===== config.mk =====
export PLATFORM = sky130hd
export DESIGN_NAME = image_issuer
export DESIGN_NICKNAME = d
export VERILOG_FILES = /design/src/rtl/conv_pkg.sv /design/src/rtl/issue_fifo2.sv /design/src/rtl/image_issuer.sv
export SDC_FILE = /design/constraint.sdc
export NUM_CORES = 1
export LEC_CHECK = 0
export CAP_MARGIN = 20
export CORE_MARGIN = 1
export CORE_UTILIZATION = 50
export DETAILED_ROUTE_END_ITERATION = 12
export GPL_TIMING_DRIVEN = 0
export PLACE_DENSITY = 0.77
export SYNTH_ARGS = -nofsm -noshare
export SYNTH_HDL_FRONTEND = slang
export SYNTH_SLANG_ARGS = --single-unit

===== constraint.sdc =====
create_clock -name clk -period 10.36 [get_ports clk]
set_clock_uncertainty 0.15 [all_clocks]
set_input_delay 1.036 -clock clk [delete_from_list [all_inputs] [get_ports clk]]
set_output_delay 1.036 -clock clk [all_outputs]
set_load 0.02 [all_outputs]

===== src/rtl/conv_pkg.sv =====
// Shared widths, issuer state encoding and issue-beat layout for the conv datapath.
package conv_pkg;

  localparam int unsigned COORD_W = 8;
  localparam int unsigned DATA_W  = 18;
  localparam int unsigned ADDR_W  = 24;

  typedef enum logic [1:0] {
    IDLE  = 2'd0,
    RUN   = 2'd1,
    DRAIN = 2'd2,
    DONE  = 2'd3
  } issuer_state_e;

  // One beat on an issue stream; the allocator and filter issuer share this layout.
  typedef struct packed {
    logic [COORD_W-1:0] x;
    logic [COORD_W-1:0] y;
    logic [COORD_W-1:0] z;
    logic [DATA_W-1:0]  data;
  } issue_beat_t;

  localparam int unsigned BEAT_W = $bits(issue_beat_t);

endpackage


===== src/rtl/issue_fifo2.sv =====
// Two-entry synchronous FIFO of issue beats; entry 0 is always the head.
module issue_fifo2
  import conv_pkg::*;
(
  input  logic        clk,
  input  logic        rst,
  input  logic        push,
  input  logic        pop,
  input  issue_beat_t push_data,
  output issue_beat_t head,
  output logic [1:0]  count
);

  issue_beat_t ent0_q, ent0_d;
  issue_beat_t ent1_q, ent1_d;
  logic [1:0]  count_q, count_d;

  // Apply pop (shift entry 1 forward) first, then place the push in the first free slot
  always_comb begin
    ent0_d  = ent0_q;
    ent1_d  = ent1_q;
    count_d = count_q;
    if (pop && (count_q != 2'd0)) begin
      ent0_d  = ent1_q;
      count_d = count_q - 2'd1;
    end
    if (push) begin
      if (count_d == 2'd0) begin
        ent0_d = push_data;
      end else begin
        ent1_d = push_data;
      end
      count_d = count_d + 2'd1;
    end
  end

  // Storage and occupancy registers
  always_ff @(posedge clk or posedge rst) begin
    if (rst) begin
      ent0_q  <= '0;
      ent1_q  <= '0;
      count_q <= '0;
    end else begin
      ent0_q  <= ent0_d;
      ent1_q  <= ent1_d;
      count_q <= count_d;
    end
  end

  assign head  = ent0_q;
  assign count = count_q;

endmodule


===== src/rtl/image_issuer.sv =====
// Raster-order scan of a W x H x D feature image into the issue_a stream.
module image_issuer
  import conv_pkg::*;
(
  input  logic               clk,
  input  logic               rst,
  input  logic               start,
  input  logic [COORD_W-1:0] img_width,
  input  logic [COORD_W-1:0] img_height,
  input  logic [COORD_W-1:0] img_depth,
  output logic               mem_rd_en,
  output logic [ADDR_W-1:0]  mem_rd_addr,
  input  logic [DATA_W-1:0]  mem_rd_data,
  output logic               issue_a_valid,
  output logic [COORD_W-1:0] issue_a_x,
  output logic [COORD_W-1:0] issue_a_y,
  output logic [COORD_W-1:0] issue_a_z,
  output logic [DATA_W-1:0]  issue_a_data,
  input  logic               issue_a_blocked,
  output logic               busy,
  output logic               done
);

  issuer_state_e      state_q, state_d;
  logic [COORD_W-1:0] width_q, width_d, height_q, height_d, depth_q, depth_d;
  logic [COORD_W-1:0] x_cnt_q, x_cnt_d, y_cnt_q, y_cnt_d, z_cnt_q, z_cnt_d;
  logic [ADDR_W-1:0]  addr_cnt_q, addr_cnt_d;
  logic               inflight_q, inflight_d;
  logic [COORD_W-1:0] fl_x_q, fl_x_d, fl_y_q, fl_y_d, fl_z_q, fl_z_d;
  logic               busy_q, busy_d, done_q, done_d;
  logic [1:0]         fifo_count;
  logic [2:0]         committed;
  logic               pop, x_last, y_last, z_last;
  issue_beat_t        push_beat, head_beat;

  // Credit check, read strobe, scan counters and state transitions
  always_comb begin
    pop       = (fifo_count != 2'd0) && !issue_a_blocked;
    // FIFO occupancy after this cycle's push (in-flight read) and pop
    committed = {1'b0, fifo_count} + {2'b00, inflight_q} - {2'b00, pop};
    mem_rd_en = (state_q == RUN) && (committed < 3'd2);
    x_last    = (x_cnt_q == width_q  - COORD_W'(1));
    y_last    = (y_cnt_q == height_q - COORD_W'(1));
    z_last    = (z_cnt_q == depth_q  - COORD_W'(1));

    state_d    = state_q;
    width_d    = width_q;
    height_d   = height_q;
    depth_d    = depth_q;
    x_cnt_d    = x_cnt_q;
    y_cnt_d    = y_cnt_q;
    z_cnt_d    = z_cnt_q;
    addr_cnt_d = addr_cnt_q;
    inflight_d = mem_rd_en;
    fl_x_d     = fl_x_q;
    fl_y_d     = fl_y_q;
    fl_z_d     = fl_z_q;
    if (mem_rd_en) begin
      fl_x_d = x_cnt_q;
      fl_y_d = y_cnt_q;
      fl_z_d = z_cnt_q;
    end

    case (state_q)
      IDLE: begin
        if (start) begin
          width_d    = img_width;
          height_d   = img_height;
          depth_d    = img_depth;
          x_cnt_d    = '0;
          y_cnt_d    = '0;
          z_cnt_d    = '0;
          addr_cnt_d = '0;
          if ((img_width == '0) || (img_height == '0) || (img_depth == '0)) begin
            state_d = DONE;
          end else begin
            state_d = RUN;
          end
        end
      end
      RUN: begin
        if (mem_rd_en) begin
          // Counters stop on the last element so addr_cnt never passes W*H*D-1
          if (x_last && y_last && z_last) begin
            state_d = DRAIN;
          end else begin
            addr_cnt_d = addr_cnt_q + ADDR_W'(1);
            if (!x_last) begin
              x_cnt_d = x_cnt_q + COORD_W'(1);
            end else begin
              x_cnt_d = '0;
              if (!y_last) begin
                y_cnt_d = y_cnt_q + COORD_W'(1);
              end else begin
                y_cnt_d = '0;
                z_cnt_d = z_cnt_q + COORD_W'(1);
              end
            end
          end
        end
      end
      DRAIN: begin
        if (committed == 3'd0) begin
          state_d = DONE;
        end
      end
      DONE:    state_d = IDLE;
      default: state_d = IDLE;
    endcase

    busy_d = (state_d == RUN) || (state_d == DRAIN);
    done_d = (state_d == DONE);

    push_beat.x    = fl_x_q;
    push_beat.y    = fl_y_q;
    push_beat.z    = fl_z_q;
    push_beat.data = mem_rd_data;
  end

  // Scan state, latched dimensions, in-flight read tag and registered status outputs
  always_ff @(posedge clk or posedge rst) begin
    if (rst) begin
      state_q    <= IDLE;
      width_q    <= '0;
      height_q   <= '0;
      depth_q    <= '0;
      x_cnt_q    <= '0;
      y_cnt_q    <= '0;
      z_cnt_q    <= '0;
      addr_cnt_q <= '0;
      inflight_q <= 1'b0;
      fl_x_q     <= '0;
      fl_y_q     <= '0;
      fl_z_q     <= '0;
      busy_q     <= 1'b0;
      done_q     <= 1'b0;
    end else begin
      state_q    <= state_d;
      width_q    <= width_d;
      height_q   <= height_d;
      depth_q    <= depth_d;
      x_cnt_q    <= x_cnt_d;
      y_cnt_q    <= y_cnt_d;
      z_cnt_q    <= z_cnt_d;
      addr_cnt_q <= addr_cnt_d;
      inflight_q <= inflight_d;
      fl_x_q     <= fl_x_d;
      fl_y_q     <= fl_y_d;
      fl_z_q     <= fl_z_d;
      busy_q     <= busy_d;
      done_q     <= done_d;
    end
  end

  issue_fifo2 u_fifo (
    .clk       (clk),
    .rst       (rst),
    .push      (inflight_q),
    .pop       (pop),
    .push_data (push_beat),
    .head      (head_beat),
    .count     (fifo_count)
  );

  assign mem_rd_addr   = addr_cnt_q;
  assign issue_a_valid = (fifo_count != 2'd0);
  assign issue_a_x     = head_beat.x;
  assign issue_a_y     = head_beat.y;
  assign issue_a_z     = head_beat.z;
  assign issue_a_data  = head_beat.data;
  assign busy          = busy_q;
  assign done          = done_q;

endmodule


==> flow_summary_export.csv, run 1 <==
group,metric,value,unit
outcome,status,"finished with violations",
outcome,failed_checks,"design-rule violations",
global_routing,track_usage,23.9,%
cts,htreeDepth,4,
cts,root_buffer,"clkbuf_16",
cts,post-cts-setup-buffer-count,0,
cells_and_area,nets,1135,
setup_path,reg2reg_slack,4.94,ns
cts,cts_tree,"built",
placement,io_buffers,115,
power,p_int,1.84,mW
power,combPwrFrac,40.1,%
sta,fin_tns_setup,0,ns
setup_path,path_class,"input port to primary output",
cells_and_area,antenna_cells,0,
detailed_routing,drt_wl_total,21800,um
sta,hold_violations,0,
synthesis,synth_top_area_share,50.4,%
placement,place_congestion,0.840,
cts,cts_hold_buf,0,
synthesis,yosys-top-cells-area,"dfrtp_1 (50%), nand2_1 (8.4%), mux2i_1 (5.4%)",
sta,slew_viol_final,0,
synthesis,yosysMostFrequentCell,"nand2_1",
die,placementRows,49,
die,die-area,0.0191,mm^2
synthesis,synth_mux_area_share,10.8,%
cts,numCtsBuffers,17,
cells_and_area,drive_above_1_share,9.09,%
power,clockPowerShare,21.3,%
detailed_routing,drcViolationCount,24,
sta,min_period_over_period,67.1,%
synthesis,synth-edff-count,0,
synthesis,yosys.area_share.adder,1.83,%
synthesis,syn-num-nets,1000,
global_routing,grt_max_degree,127,
sta,setup_viol,0,
die,die-height,138,um
sta,rsz0062_at_grt,"no",
sta,layout_min_cycle_time,6.95,ns
synthesis,synth_top_area_cell,"dfrtp_1",
synthesis,synth.distinct_cells,67,
synthesis,synth_top_family_by_area,"simple AND/OR/NAND/NOR gates",
flow_run,maxCapViolCount,0,
global_routing,grt_pass1_wl,36700,um
cts,clock_latency,0.44,ns
cts,cts_sinks,187,
cells_and_area,area_growth,22.1,%
cells_and_area,fillCellCount,1500,
setup_path,arrival,5.77,ns
die,io_pins,116,
global_routing,antenna_found_initial,0,
power,p_sw,1.19,mW
hold_path,min_from,"width_q[7]",
cts,ctsResizeCount,0,
hold_path,holdCritPathClass,"register to register",
detailed_routing,antenna_left,0,
detailed_routing,drtIter0Drc,570,
cts,clkSlewWorstSetupHoldPaths,0.07,ns
synthesis,ys_seq_area_share,50.4,%
setup_path,reg2regPathDepth,15,
setup_path,r2r_end,"x_cnt_q[7]",
synthesis,synth_common_cells,"nand2_1 (208), dfrtp_1 (187), o21ai_0 (71)",
power,p_seq_share,38.6,%
die,start_util,51.3,%
die,coreArea,0.0181,mm^2
synthesis,synth-async-reset-ratio,100,%
synthesis,synthXorXnorAreaFrac,2.64,%
sta,slew_headroom,45.7,%
sta,whs,0.354,ns
synthesis,yosys.area_share.simple,19.1,%
setup_path,start_kind,"input port",
synthesis,synth_compound_area_share,11.6,%
setup_path,path_max_fanout,11,
detailed_routing,route.detailed.wl_per_inst,16.6,um
setup_path,cp-end-kind,"primary output",
synthesis,ys_warn_count,0,
cts,cts_buffer_depth,2,
sta,max_freq,144,MHz
hold_path,whs_path_depth,2,
synthesis,synth_flop_cell,"dfrtp_1",
die,die_width,138,um
power,ir_drop,0.148,mV
power,power_density,268,mW/mm^2
setup_path,cp.required,9.17,ns
synthesis,syn_area,0.00928,mm^2
global_routing,grt_pass1_vias,7254,
synthesis,synth.avg_cell_area,9.86,um^2
synthesis,ys_ff_latch,187,
synthesis,synthCells,941,
global_routing,overflow,0,
setup_path,r2r_start,"u_fifo.count[1]",
detailed_routing,vias,7482,
sta,worst_slew_pin_slew,0.812,ns
power,swShare,39.3,%
power,leakage,4.81,nW
detailed_routing,detail_route.vias_per_cell,5.68,
placement,dp_hpwl,15200,um
detailed_routing,drt-pass1-iter-count,8,
hold_path,hold_end,"width_q[7]",
routing by layer:
layer | wire [um] | global-route usage (%) | share of wire (%)
met1 | 10100 | 32.9 | 47
met2 | 10100 | 38.5 | 47
met3 | 1170 | 4.64 | 5.4
met4 | 352 | 7.33 | 1.6
met5 | 0 | 0 | 0
cell type report:
| type | instances | area [um^2] | share of cell area (%) |
|---|---|---|---|
| multi-input combinational | 676 | 4270 | 37.7 |
| inverter | 26 | 105 | 0.928 |
| buffer | 52 | 231 | 2.04 |
| clock inverter | 14 | 146 | 1.29 |
| clock buffer | 18 | 429 | 3.79 |
| timing repair buffer | 116 | 1180 | 10.4 |
| tap | 229 | 287 | 2.53 |
| sequential | 187 | 4680 | 41.3 |
through the flow:
step                      utilization (%)  worst slack, ns  power (mW)  instance area (um^2)  instances
after floorplan                         -             4.09        1.96                  9280        941
after global placement               59.3             1.61        2.34                 10700       1285
after detailed placement             59.5             3.40        2.39                 10800       1286
after CTS                            62.6             3.38        3.05                 11300       1318
after global routing                 62.6             3.14        3.23                 11300       1318
final                                62.6             3.41        3.03                 11300       1318
critical path: stages:
cell and delay [ns]:
clkdlybuf4s50_1 0.41, nor2_1 0.63, clkbuf_1 0.65, ha_1 0.37
inv_1 0.07, ha_1 0.15, fa_1 0.43, or3_1 0.37
clkbuf_1 0.27, inv_2 0.29, buf_1 0.39, clkdlybuf4s50_1 0.70
worst max path at each step:
stage | from | endpoint | slack (ns) | cells past startpoint
global placement | rst | mem_rd_addr[17] | 1.61 | 2
global route | issue_a_blocked | mem_rd_en | 3.14 | 12
floorplan | rst | busy | 4.09 | 1
CTS | issue_a_blocked | mem_rd_en | 3.38 | 12
finish | issue_a_blocked | mem_rd_en | 3.41 | 12
detailed placement | issue_a_blocked | mem_rd_en | 3.40 | 12
cell families after synthesis:
logic type / Yosys count
flops: 187
mux: 94
xor+xnor: 28
fa+ha+maj: 13
compound gates: 166
buf+inv: 78
simple gates: 375
placed cells by master, fill, tap and decap left out, types with 10 or more instances in the layout:
cell,netlist,final
a21oi_1,23,23
and2_1,14,14
clkbuf_1,38,39
clkbuf_16,0,17
clkdlybuf4s50_1,0,115
dfrtp_1,187,187
ha_1,12,12
inv_1,25,24
mux2_2,42,42
mux2i_1,50,50
nand2_1,208,208
nand2b_1,12,12
nand3_1,28,28
nand4_1,10,10
nor2_1,25,25
nor3_1,16,16
nor4_1,12,12
o21ai_0,71,71
or3_1,17,17
xnor2_1,21,21
power groups by stage:
stage | clock network, mW | registers [mW] | logic [mW]
final | 0.647 | 1.17 | 1.22
after global routing | 0.686 | 1.20 | 1.34
after CTS | 0.657 | 1.17 | 1.22
after detailed placement | 0 | 1.18 | 1.21
after global placement | 0 | 1.16 | 1.17
after floorplan | 0 | 1.21 | 0.754
Note: power is estimated with default switching activity, not from simulation.
==> run 2, diff against run 1 <==
- clock period: 10.36 -> 6.6 ns (I/O delays scaled with it)
==> flow_summary_export.csv, run 2 (synthesized netlist as in run 1, its figures left out) <==
group,metric,value,unit
global_routing,grt_max_degree,127,
power,p_seq_share,38.6,%
setup_path,max_stage_delay,0.70,ns
die,start_util,51.3,%
setup_path,reg2regPathDepth,15,
detailed_routing,wl_met2,10100,um
cells_and_area,final_common_cell,"nand2_1",
sta,setup_viol,0,
power,p_int,2.89,mW
global_routing,track_usage,23.9,%
placement,io_buffers,115,
outcome,status,"finished with violations",
sta,whs,0.354,ns
detailed_routing,wl_met3,1170,um
power,p_sw,1.87,mW
cts,clock_latency,0.44,ns
placement,place_congestion,0.840,
cts,cts_sinks,187,
power,ir_drop,0.232,mV
sta,slew_headroom,49.7,%
flow_run,maxCapViolCount,0,
hold_path,whs_path_depth,2,
detailed_routing,top_layer,"met4",
sta,min_period_over_period,92.0,%
setup_path,path_cells,"inv_1 -> ha_1 -> nor2_2 -> clkbuf_1 -> ha_1 -> inv_1 -> ha_1 -> fa_1 -> or3_1 -> clkbuf_1 -> inv_2 -> buf_1 -> clkdlybuf4s50_1",
global_routing,antenna_found_initial,0,
power,clockPowerShare,21.3,%
cells_and_area,final_util,62.6,%
die,placementRows,49,
detailed_routing,route.detailed.wl_per_inst,16.6,um
detailed_routing,drt_wl_total,21800,um
power,combPwrFrac,40.1,%
placement,dp_hpwl,15200,um
cells_and_area,drive_above_1_share,9.18,%
cts,post-cts-setup-buffer-count,0,
cts,htreeDepth,4,
setup_path,reg2reg_slack,1.40,ns
cts,cts_tree,"built",
cells_and_area,fillCellCount,1499,
detailed_routing,drt-pass1-iter-count,8,
setup_path,path_class,"register to primary output",
sta,worst_slack,0.531,ns
global_routing,grt_pass1_vias,7254,
cts,numCtsBuffers,17,
setup_path,cp.required,5.79,ns
sta,fin_tns_setup,0,ns
cells_and_area,area_growth,22.1,%
sta,layout_min_cycle_time,6.07,ns
hold_path,holdCritPathClass,"register to register",
setup_path,cp-startpoint,"u_fifo.count[1]",
detailed_routing,vias,7489,
setup_path,start_kind,"register",
setup_path,r2r_end,"x_cnt_q[7]",
power,leakage,4.81,nW
detailed_routing,met1_length,10100,um
hold_path,min_from,"width_q[7]",
sta,hold_violations,0,
cts,cts_buffer_depth,2,
global_routing,overflow,0,
sta,max_freq,165,MHz
setup_path,path_max_fanout,11,
setup_path,cp_slowest_cell,"clkdlybuf4s50_1",
placement,place_ws,0.388,ns
sta,worst_slew_pin_slew,0.736,ns
die,die_width,138,um
cells_and_area,final_cells,1318,
outcome,failed_checks,"design-rule violations",
power,swShare,39.3,%
die,die-height,138,um
detailed_routing,drcViolationCount,24,
detailed_routing,detail_route.vias_per_cell,5.68,
die,io_pins,116,
cts,clkSlewWorstSetupHoldPaths,0.07,ns
die,coreArea,0.0181,mm^2
setup_path,r2r_start,"u_fifo.count[1]",
setup_path,cp-end-kind,"primary output",
placement,dp.cells,1286,
cts,cts_hold_buf,0,
sta,slew_viol_final,0,
power,power_density,420,mW/mm^2
hold_path,hold_end,"width_q[7]",
setup_path,arrival,5.26,ns
cells_and_area,antenna_cells,0,
detailed_routing,antenna_left,0,
sta,rsz0062_at_grt,"no",
cells_and_area,nets,1135,
die,die-area,0.0191,mm^2
detailed_routing,drtIter0Drc,570,
global_routing,grt_pass1_wl,36700,um
cells_and_area,mostFrequentLayoutCells,"nand2_1 (208), dfrtp_1 (187), clkdlybuf4s50_1 (115)",
setup_path,worst_path_most_repeated_cell,"ha_1",
cts,root_buffer,"clkbuf_16",
## run 2: cell counts in the layout (fill, tap and decap cells not counted)
No cell type changed its count.
## run 2: layout make-up
| type | count | area [um^2] | area share (%) |
|---|---|---|---|
| sequential | 187 | 4680 | 41.3 |
| multi-input combinational | 676 | 4270 | 37.7 |
| timing repair buffer | 116 | 1180 | 10.4 |
| clock buffer | 18 | 429 | 3.79 |
| tap | 229 | 287 | 2.53 |
| buffer | 52 | 231 | 2.04 |
| clock inverter | 14 | 146 | 1.29 |
| inverter | 26 | 105 | 0.928 |
## run 2: routing by layer
| layer | track usage [%] | vias to the layer above |
|---|---|---|
| met5 | 0 | - |
| met4 | 7.33 | 0 |
| met2 | 38.5 | 243 |
| li1 | - | 3588 |
| met1 | 32.9 | 3629 |
| met3 | 4.64 | 29 |
## run 2: power groups by stage
stage / registers (mW) / logic (mW) / clock network (mW)
after floorplan: 1.90 / 1.18 / 0
after global routing: 1.89 / 2.11 / 1.08
after global placement: 1.83 / 1.84 / 0
final: 1.83 / 1.91 / 1.01
after detailed placement: 1.85 / 1.90 / 0
after CTS: 1.83 / 1.92 / 1.03
## run 2: repair_timing
item,in CTS,in global routing
endpoints found under the setup margin,0,1
gates resized for setup,0,1
hold endpoints to repair,0,0
## run 2: worst max-delay path by stage
stage | slack, ns | endpoint | cells past startpoint
2_1_floorplan | 0.70 | busy | 1
5_1_grt | 0.22 | mem_rd_en | 13
4_1_cts | 0.26 | mem_rd_en | 13
3_5_place_dp | 0.39 | mem_rd_en | 12
6_report | 0.53 | mem_rd_en | 13
3_3_place_gp | -1.77 | mem_rd_addr[17] | 2
## run 2: critical path: cells and delay by family, from the launching register on
family / cells / cell delay, ns
buffers and inverters: 7 / 2.45
flip-flops: 1 / 0.39
AND/OR/NAND/NOR: 2 / 0.80
adder cells (fa/ha/maj): 4 / 1.18
## run 2: per-stage QoR
stage | cell area, um^2 | power (mW)
2_1_floorplan | 9280 | 3.08
3_3_place_gp | 10700 | 3.67
3_5_place_dp | 10800 | 3.75
4_1_cts | 11300 | 4.78
5_1_grt | 11300 | 5.07
6_report | 11300 | 4.76
